## src/rtl/alu_cmd_sequencer.sv

```systemverilog
// Command-side sequencer for the 8-bit combinational ALU: accepts one command,
// drives registered operands for a settle cycle, then holds the captured response.
//
// state | meaning
// IDLE  | ready for a command (cmd_ready = 1)
// ISSUE | operands on the ALU, result captured at the end of this cycle
// RESP  | response held on rsp_* until rsp_ready
module alu_cmd_sequencer #(
  parameter int               WIDTH    = 8,
  parameter int               COUNT_W  = 16,
  parameter logic [WIDTH-1:0] ACC_INIT = '0
) (
  input  logic               clk,
  input  logic               rst,
  input  logic               cmd_valid,
  output logic               cmd_ready,
  input  logic [3:0]         cmd_opcode,
  input  logic [WIDTH-1:0]   cmd_a,
  input  logic [WIDTH-1:0]   cmd_b,
  input  logic               cmd_use_acc,
  input  logic               cmd_wr_acc,
  output logic [WIDTH-1:0]   alu_a,
  output logic [WIDTH-1:0]   alu_b,
  output logic [3:0]         alu_opcode,
  input  logic [WIDTH-1:0]   alu_result,
  input  logic               alu_carry,
  input  logic               alu_zero,
  input  logic               alu_overflow,
  input  logic               alu_sign,
  output logic               rsp_valid,
  input  logic               rsp_ready,
  output logic [WIDTH-1:0]   rsp_result,
  output logic [3:0]         rsp_flags,
  output logic [WIDTH-1:0]   acc,
  output logic               sticky_ovf,
  output logic               sticky_div0,
  input  logic               clr_sticky,
  output logic [COUNT_W-1:0] op_count,
  output logic               busy
);

  typedef enum logic [1:0] {
    IDLE  = 2'd0,
    ISSUE = 2'd1,
    RESP  = 2'd2
  } state_t;

  state_t state;
  logic   wr_acc_q;

  always_ff @(posedge clk or posedge rst) begin
    if (rst) begin
      state       <= IDLE;
      cmd_ready   <= 1'b1;
      busy        <= 1'b0;
      rsp_valid   <= 1'b0;
      alu_a       <= '0;
      alu_b       <= '0;
      alu_opcode  <= '0;
      wr_acc_q    <= 1'b0;
      rsp_result  <= '0;
      rsp_flags   <= '0;
      acc         <= ACC_INIT;
      sticky_ovf  <= 1'b0;
      sticky_div0 <= 1'b0;
      op_count    <= '0;
    end else begin
      // Clear first so a set event in the same cycle overrides it below.
      if (clr_sticky) begin
        sticky_ovf  <= 1'b0;
        sticky_div0 <= 1'b0;
      end

      case (state)
        IDLE: begin
          if (cmd_valid && cmd_ready) begin
            alu_a      <= cmd_use_acc ? acc : cmd_a;
            alu_b      <= cmd_b;
            alu_opcode <= cmd_opcode;
            wr_acc_q   <= cmd_wr_acc;
            cmd_ready  <= 1'b0;
            busy       <= 1'b1;
            state      <= ISSUE;
          end
        end

        ISSUE: begin
          rsp_result <= alu_result;
          rsp_flags  <= {alu_sign, alu_overflow, alu_zero, alu_carry};
          if (wr_acc_q) acc <= alu_result;
          if (alu_overflow) sticky_ovf <= 1'b1;
          if ((alu_opcode == 4'hE) && (alu_b == '0)) sticky_div0 <= 1'b1;
          rsp_valid  <= 1'b1;
          state      <= RESP;
        end

        RESP: begin
          if (rsp_ready) begin
            op_count  <= op_count + COUNT_W'(1);
            rsp_valid <= 1'b0;
            cmd_ready <= 1'b1;
            busy      <= 1'b0;
            state     <= IDLE;
          end
        end

        default: begin
          rsp_valid <= 1'b0;
          cmd_ready <= 1'b1;
          busy      <= 1'b0;
          state     <= IDLE;
        end
      endcase
    end
  end

endmodule

```

## config.mk

```make
export PLATFORM = sky130hd
export DESIGN_NAME = alu_cmd_sequencer
export DESIGN_NICKNAME = d
export VERILOG_FILES = /design/src/rtl/alu_cmd_sequencer.sv
export SDC_FILE = /design/constraint.sdc
export NUM_CORES = 1
export LEC_CHECK = 0
export BUFFER_PORTS_ARGS = -buffer_cell sky130_fd_sc_hd__clkbuf_2
export CORE_ASPECT_RATIO = 0.8
export CORE_MARGIN = 10
export CORE_UTILIZATION = 40
export CTS_CLUSTER_SIZE = 8
export DETAILED_ROUTE_END_ITERATION = 12
export PLACE_DENSITY = 0.72
export SLEW_MARGIN = 20
export SYNTH_ARGS = -nofsm -noshare
export SYNTH_HDL_FRONTEND = slang
export SYNTH_SLANG_ARGS = --single-unit
```

## constraint.sdc

```tcl
create_clock -name clk -period 4.75 [get_ports clk]
set_clock_uncertainty 0.15 [all_clocks]
set_input_delay 0.95 -clock clk [delete_from_list [all_inputs] [get_ports clk]]
set_output_delay 0.95 -clock clk [all_outputs]
set_load 0.1 [all_outputs]
```

# [Yosys cells after proc, flatten, opt, wreduce, memory -nomap -nowiden]
# Cells that the tools add are included.
[op_classes] n_addsub=1 eq_ne=5 n_mux=17 bitwise=2 n_reduce_logical=10
[op_table] cell="$add 16x1->16 const B" n=1
[op_table] cell="$mux 1" n=10
[op_table] cell="$reduce_and 2->1" n=5
[op_table] cell="$pmux 1 s3" n=3
[op_table] cell="$logic_not 8->1" n=1
[op_table] cell="$mux 8" n=1
[op_table] cell="$pmux 2 s3" n=1
[op_table] cell="$eq 4x4->1 const B" n=1
[op_table] cell="$mux 2" n=2
[op_table] cell="$ne 2x2->1 const B" n=2
[op_table] cell="$reduce_and 3->1" n=1
[op_table] cell="$eq 2x1->1 const B" n=1
[op_table] cell="$eq 2x2->1 const B" n=1
[op_table] cell="$logic_and 1x1->1" n=2
[op_table] cell="$logic_not 2->1" n=1
[op_table] cell="$not 1->1" n=2
[totals] register_bits=64 in_bits=39 output_inout_bits=61 word_cells=49

# [Depth between registers and ports, before layout]
# Gate-level depths: netlist (run 1).
[logic_depth] depth_word=4 ltp_mapped=6 depth_no_buf=4

# [Least setup slack after synthesis (run 1)]
# No wires, ideal clock.
[synth_timing] path_type="register -> output" startpoint="register op_count[2]" endpoint="output op_count[2]" arrival_ns=1.000 t_required_ns=3.650 path_slack_ns=2.650 path_stages_with_launch=1 n_path_buf=0 cell_sequence="dfrtp_1"
[synth_lines] element="from (decl)" line_no="38" text="output logic [COUNT_W-1:0] op_count,"
[synth_lines] element="from (signal assigned)" line_no="99" text="op_count <= op_count + COUNT_W'(1);"
# No word-level cell between the ends.

# [Worst setup path in the final report (run 1)]
[layout_timing] startpoint="register cmd_ready" endpoint="output cmd_ready"
[layout_lines] element="from (decl)" line_no="16" text="output logic cmd_ready,"
[layout_lines] element="from (signal assigned)" line_no="54" text="cmd_ready <= 1'b1;"
[layout_lines] element="from (signal assigned)" line_no="81" text="cmd_ready <= 1'b0;"
[layout_lines] element="from (signal assigned)" line_no="101" text="cmd_ready <= 1'b1;"
# No word-level cell between the ends.

==> results.toml, run 1 <==
[timing]
worst_slack_ps = 2280
relSlewSlack_pct = 57.8
fin_crit_ps = 2470
tightest_slew_ps = 632
finalHoldViolCount = 0
rsz0062_at_grt = "no"
tns_ps = 0
setup_viol = 0
drv_slew = 0
fmax_mhz = 404
min_period_over_period_pct = 52.1

[global_routing]
grt_pass1_wl_um = 11300
antenna_found_initial = 0
grt_pass1_vias = 2197
grt_overflow = 0
track_usage_pct = 13.2
grt_max_degree = 42

[critical_path]
cpMaxStageDelayCell = "dfstp_2"
path_buf_inv = 1
critical_path_arrival_ps = 1370
timing_worst_setup_path_type = "flop to primary output"
cp-start-kind = "flop"
endpoint_kind = "primary output"
slowest_delay_ps = 570
path_depth = 1
crit_fanout = 5
cp_top_family = "flip-flops"
reg2reg_depth = 4
worst_ep_required_time_ps = 3650
critical_path.cell_chain = "clkbuf_2"

[floorplan]
fp.dieH_um = 93.2
io_pins = 100
core_area_sq_um = 6440
die_area_sq_um = 10400
start_util_pct = 41.6
die_w_um = 111
rows = 26

[cts]
numCtsBuffers = 9
htree_levels = 3
cts_resized = 0
clk_pin_slew_ps = 60
max-clock-path-buffers = 2
cts_root_buffer = "clkbuf_8"
cts_num_sinks = 64
post-cts-setup-buffers = 0
ctsHoldBuffers = 0
cts_tree = "yes"
insertion_delay_ps = 340

[detailed_routing]
vias = 2040
drc = 0
wire_per_inst_um = 15.9
drtIter0Drc = 87
antenna_left = 0
first_pass_iters = 4
via_per_inst = 4.83
wl_um = 6690

[logic_synthesis]
yosysTopAreaCell = "dfrtp_1"
syn_area_per_cell_sq_um = 11.7
synth_nets = 269
synth.area.top_cells = "dfrtp_1, mux2_2, nand2_1"
yosys_warnings = 0
synth-seq-cells = 64
synth_top_area_share_pct = 58.9
yosysSeqAreaShare_pct = 59.8
synth.distinct_cells = 33
synthCells = 229
synth_area_sq_um = 2680

[placement]
post-place-ws_ps = 1850
place.port_buffers = 99
gp_congestion = 0.765
postPlaceCellArea_sq_um = 3250
dpl.hpwl_um = 5080

[layout]
final_common_cell = "clkbuf_2"
stdcell_area_sq_um = 3480
nFillCells = 602
drive_above_1_share_pct = 43.8
n_antenna_cell = 0
mostFrequentLayoutCells = "clkbuf_2, dfrtp_1, nand2_1, mux2_2, nor2_1"
syn_to_final_growth_pct = 30.1
fin_nets = 373

[hold_path]
worstHoldPathType = "flop to flop"
holdPathStages = 1

[run]
maxCapViolCount = 0

[outcome]
status = "finished clean"
worst register-to-register path, stage by stage, from the launching register on:
cell	delay [ps]
dfrtp_1	450
nand2b_1	230
nor3b_4	580
buf_8	250
mux2_2	360
synth_stat cells:
library cell,instances
dfrtp_1,63
xor2_1,8
mux2_2,21
nand2_1,48
o21a_1,1
nor3b_2,1
buf_1,1
nor2_2,1
inv_1,7
and3b_1,1
nor4_1,1
buf_2,2
a21oi_1,9
nand4_1,2
a31oi_1,1
nand4_2,1
nor2_1,13
nor3_2,5
ha_1,1
o21ai_0,4
nor4b_1,1
mux2i_1,8
nand2_2,1
nand2b_1,2
nand3_1,6
nand4_4,1
nor3_1,2
clkbuf_1,1
and4_1,3
xnor2_1,7
buf_4,4
nor4bb_1,1
dfstp_2,1
final cells by class:
cell class	instances	area [sq um]	area share, %
Clock inverter	3	65.1	1.87
Inverter	7	26.3	0.754
Timing Repair Buffer	101	518	14.9
Tap cell	84	105	3.02
Multi-Input combinational cell	150	1010	28.9
Clock buffer	13	159	4.56
Sequential cell	64	1600	46.0
registers in the layout (all words and copies together) (netlist names), 2 cells and up:
register / flops
state: 2
rsp_result: 8
acc: 8
alu_b: 8
op_count: 16
alu_a: 8
alu_opcode: 4
rsp_flags: 4
through the flow:
| stage | hold slack, ps | util [%] | instances |
|---|---|---|---|
| after global placement | 304 | 50.4 | 405 |
| after detailed placement | 309 | 50.4 | 405 |
| after floorplan | 351 | - | 229 |
| after CTS | 321 | 53.9 | 421 |
| final | 315 | 54.1 | 422 |
| after global routing | 347 | 54.1 | 422 |
final timing paths:
check | from | endpoint | slack (ps)
worst min-delay path | op_count[15]$_DFFE_PP0P_ | op_count[15]$_DFFE_PP0P_ | 320
worst max-delay path | cmd_ready$_DFFE_PP1P_ | cmd_ready | 2280
worst max register to register | state[0]$_DFFE_PP0P_ | alu_b[7]$_DFFE_PP0P_ | 2620
worst min register to register | op_count[15]$_DFFE_PP0P_ | op_count[15]$_DFFE_PP0P_ | 320
min in group asynchronous | rst | op_count[9]$_DFFE_PP0P_ | 480
max in group asynchronous | rst | rsp_result[2]$_DFFE_PP0N_ | 3060
logic make-up after synthesis:
logic type,share of synthesized area [%]
AO/OA/AOI/OAI,2.94
AND/OR/NAND/NOR,17.3
adder cells (fa/ha/maj),0.467
flip-flops,59.8
multiplexers,11.8
buffers and inverters,2.76
XOR/XNOR,4.90
layer usage:
| metal | global-route usage [%] | up-vias | part of all wire [%] |
|---|---|---|---|
| met2 | 21.2 | 63 | 48 |
| met5 | 0 | - | 0 |
| li1 | - | 972 | - |
| met1 | 15.2 | 995 | 42 |
| met3 | 6.70 | 10 | 8.3 |
| met4 | 4.06 | 0 | 1.2 |
Power of run 1 is not shown: default switching activity piles up to over one toggle a cycle in this logic, so the estimate is an artifact.
==> run 2, diff against run 1 <==
==> constraint.sdc (replaced) <==
create_clock -name clk -period 2.3 [get_ports clk]
set_clock_uncertainty 0.15 [all_clocks]
set_input_delay 0.46 -clock clk [delete_from_list [all_inputs] [get_ports clk]]
set_output_delay 0.46 -clock clk [all_outputs]
set_load 0.1 [all_outputs]
==> results.toml, run 2 (synthesized netlist as in run 1, its figures left out) <==
[floorplan]
io_pins = 100
start_util_pct = 41.6
die_w_um = 111
die_area_sq_um = 10400
rows = 26
fp.dieH_um = 93.2
core_area_sq_um = 6440

[timing]
relSlewSlack_pct = 57.3
rsz0062_at_grt = "no"
finalHoldViolCount = 0
fmax_mhz = 502
worst_slack_ps = 306
drv_slew = 0
setup_viol = 0
tightest_slew_ps = 639
min_period_over_period_pct = 86.7
tns_ps = 0
fin_crit_ps = 1990

[cts]
cts_num_sinks = 64
cts_root_buffer = "clkbuf_8"
htree_levels = 3
cts_tree = "yes"
post-cts-setup-buffers = 0
cts_resized = 0
numCtsBuffers = 9
ctsHoldBuffers = 0
max-clock-path-buffers = 2
clk_pin_slew_ps = 80
insertion_delay_ps = 340

[global_routing]
top_usage_layer = "met2"
track_usage_pct = 13.3
antenna_found_initial = 0
use_met3_pct = 7.85
grt_max_degree = 37
grt_use_met2_pct = 22.1
grt_pass1_wl_um = 11300
grt_pass1_vias = 2253
grt_overflow = 0
use_met1_pct = 14.4

[layout]
final_common_cell = "clkbuf_2"
multi_input_area_sq_um = 1010
mostFrequentLayoutCells = "clkbuf_2, dfrtp_1, nand2_1, mux2_2, nor2_1"
register_area_sq_um = 1600
n_antenna_cell = 0
nFillCells = 588
largest_register_ffs = 16
final_util_pct = 55.0
max_flop_register = "op_count"
drive_above_1_share_pct = 44.5
fin_nets = 374
syn_to_final_growth_pct = 32.1

[placement]
gp_congestion = 0.778
place.port_buffers = 99
post-place-ws_ps = 422
dpl.hpwl_um = 5160

[detailed_routing]
wl_um = 6640
first_pass_iters = 4
drc = 0
wire_per_inst_um = 15.7
via_per_inst = 4.72
vias = 1996
drtIter0Drc = 74
antenna_left = 0

[critical_path]
path_buf_inv = 1
critical_path.cell_chain = "clkbuf_2"
slowest_delay_ps = 580
worst_ep_required_time_ps = 1690
endpoint_kind = "primary output"
timing_worst_setup_path_type = "flop to primary output"
cpMaxStageDelayCell = "dfstp_2"
crit_fanout = 5
critical_path_arrival_ps = 1380
cp-start-kind = "flop"
reg2reg_depth = 4
path_depth = 1
cp_top_family = "flip-flops"

[hold_path]
worstHoldPathType = "primary input to async pin"

[run]
maxCapViolCount = 0

[outcome]
status = "finished clean"
==> run 2: layout make-up <==
cell class              count  share of cell area (%)
repair buffers            102                    15.0
clock buffers               9                    3.50
well taps                  84                    2.97
flip-flops and latches     64                    45.3
clock inverters             7                    4.03
inverters                   7                   0.742
multi-input cells         150                    28.5
==> run 2: routing by layer <==
metal / up-vias / part of all wire [%]
met5: - / 0
met4: 0 / 0.68
met3: 6 / 9.7
met2: 57 / 49
met1: 955 / 41
li1: 978 / -
==> run 2: worst paths after layout <==
kind | startpoint | end | slack (ps)
min | rst | op_count[6]$_DFFE_PP0P_ | 40
max reg2reg | state[0]$_DFFE_PP0P_ | wr_acc_q$_DFFE_PP0P_ | 420
max in group asynchronous | rst | rsp_flags[3]$_DFFE_PP0N_ | 1350
min in group clk | alu_zero | rsp_flags[1]$_DFFE_PP0N_ | 170
min reg2reg | rsp_result[0]$_DFFE_PP0N_ | rsp_result[0]$_DFFE_PP0N_ | 330
max | cmd_ready$_DFFE_PP1P_ | cmd_ready | 310
==> run 2: metrics by stage <==
stage / hold WS, ps / cell area, sq um / cells
2_1_floorplan: 351 / 2680 / 229
3_3_place_gp: 311 / 3270 / 407
3_5_place_dp: 314 / 3270 / 407
4_1_cts: 53.3 / 3540 / 423
5_1_grt: 80.1 / 3540 / 423
6_report: 37.5 / 3540 / 423
Power of run 2 is left out for the same reason.
==> run 3, diff against run 2 <==
--- a/config.mk
+++ b/config.mk
@@ -9,6 +9,7 @@
 export CORE_ASPECT_RATIO = 0.8
 export CORE_MARGIN = 10
 export CORE_UTILIZATION = 40
+export CTS_BUF_LIST = sky130_fd_sc_hd__clkbuf_16
 export CTS_CLUSTER_SIZE = 8
 export DETAILED_ROUTE_END_ITERATION = 12
 export PLACE_DENSITY = 0.72
==> results.toml, run 3 (synthesized netlist as in run 1, its figures left out) <==
[critical_path]
reg2reg_depth = 4
r2r_start = "state[0]$_DFFE_PP0P_"
endpoint_kind = "primary output"
critical_path_arrival_ps = 1360
slowest_delay_ps = 570
path_buf_inv = 1
cp-start-kind = "flop"
timing_worst_setup_path_type = "flop to primary output"
cpMaxStageDelayCell = "dfstp_2"
cp_top_family = "flip-flops"
rrSetupSlack_ps = 420
crit_fanout = 5
rr_endpoint = "alu_b[0]$_DFFE_PP0P_"
worst_ep_required_time_ps = 1690
critical_path.cell_chain = "clkbuf_2"

[detailed_routing]
drtIter0Drc = 74
wl_um = 6780
via_per_inst = 4.80
antenna_left = 0
wire_per_inst_um = 16.0
drc = 0
vias = 2029
first_pass_iters = 4

[timing]
fin_crit_ps = 1970
tightest_slew_ps = 644
drv_slew = 0
tns_ps = 0
relSlewSlack_pct = 57.0
setup_viol = 0
min_period_over_period_pct = 85.6
finalHoldViolCount = 0
rsz0062_at_grt = "no"
fmax_mhz = 508

[floorplan]
die_area_sq_um = 10400
fp.dieH_um = 93.2
core_area_sq_um = 6440
die_w_um = 111
start_util_pct = 41.6
io_pins = 100
rows = 26

[layout]
mostFrequentLayoutCells = "clkbuf_2, dfrtp_1, nand2_1, mux2_2, nor2_1"
syn_to_final_growth_pct = 35.9
max_flop_register = "op_count"
fin_cells = 423
fin_nets = 374
nFillCells = 563
stdcell_area_sq_um = 3640
n_antenna_cell = 0
final_common_cell = "clkbuf_2"
drive_above_1_share_pct = 44.5
largest_register_ffs = 16

[global_routing]
use_met1_pct = 14.7
use_met3_pct = 7.15
grt_use_met2_pct = 22.2
grt_overflow = 0
grt_pass1_vias = 2272
track_usage_pct = 13.3
grt_pass1_wl_um = 11400
antenna_found_initial = 0
grt_max_degree = 37
top_usage_layer = "met2"

[placement]
place.port_buffers = 99
gp_congestion = 0.778
postPlaceCellArea_sq_um = 3270
dpl.hpwl_um = 5160
dp_cells = 407

[cts]
cts_tree = "yes"
cts_num_sinks = 64
insertion_delay_ps = 320
ctsHoldBuffers = 0
numCtsBuffers = 9
post-cts-setup-buffers = 0
clk_pin_slew_ps = 60
htree_levels = 3
cts_resized = 0
cts_root_buffer = "clkbuf_16"
max-clock-path-buffers = 2

[outcome]
status = "finished clean"

[hold_path]
worstHoldPathType = "primary input to async pin"

[run]
maxCapViolCount = 0
==> run 3: cell counts in the layout (fill, tap and decap cells not counted) <==
No cell type changed its count.
==> run 3: metal layers <==
metal / vias to the layer above / wire length, um
met5: - / 0
li1: 984 / -
met2: 55 / 3320
met4: 0 / 52
met3: 6 / 617
met1: 984 / 2790
==> run 3: stage by stage <==
| step | setup slack, ps | util, % | hold slack, ps |
|---|---|---|---|
| after floorplan | 93.6 | - | 351 |
| after detailed placement | 422 | 50.8 | 314 |
| final | 332 | 56.5 | 61.6 |
| after global routing | 290 | 56.5 | 113 |
| after global placement | 490 | 50.8 | 311 |
| after CTS | 319 | 56.5 | 80.0 |
==> run 3: final cells by class <==
type                    count  area, sq um  area share (%)
clock buffers               9          225            6.19
clock inverters             7          143            3.92
inverters                   7         26.3           0.722
multi-input cells         150         1010            27.7
flip-flops and latches     64         1600            44.0
well taps                  84          105            2.89
repair buffers            102          531            14.6
==> run 3: how the worst max path moves through the flow <==
stage / startpoint / to / slack (ps) / cells after the start
after floorplan: rst / acc[0]$_DFFE_PP0P_ / 90 / 1
after global placement: cmd_valid / alu_opcode[1]$_DFFE_PP0P_ / 490 / 5
after detailed placement: cmd_valid / alu_b[5]$_DFFE_PP0P_ / 420 / 5
after CTS: cmd_ready$_DFFE_PP1P_ / cmd_ready / 320 / 1
after global routing: cmd_ready$_DFFE_PP1P_ / cmd_ready / 290 / 1
final: cmd_ready$_DFFE_PP1P_ / cmd_ready / 330 / 1
Power of run 3 is left out for the same reason.
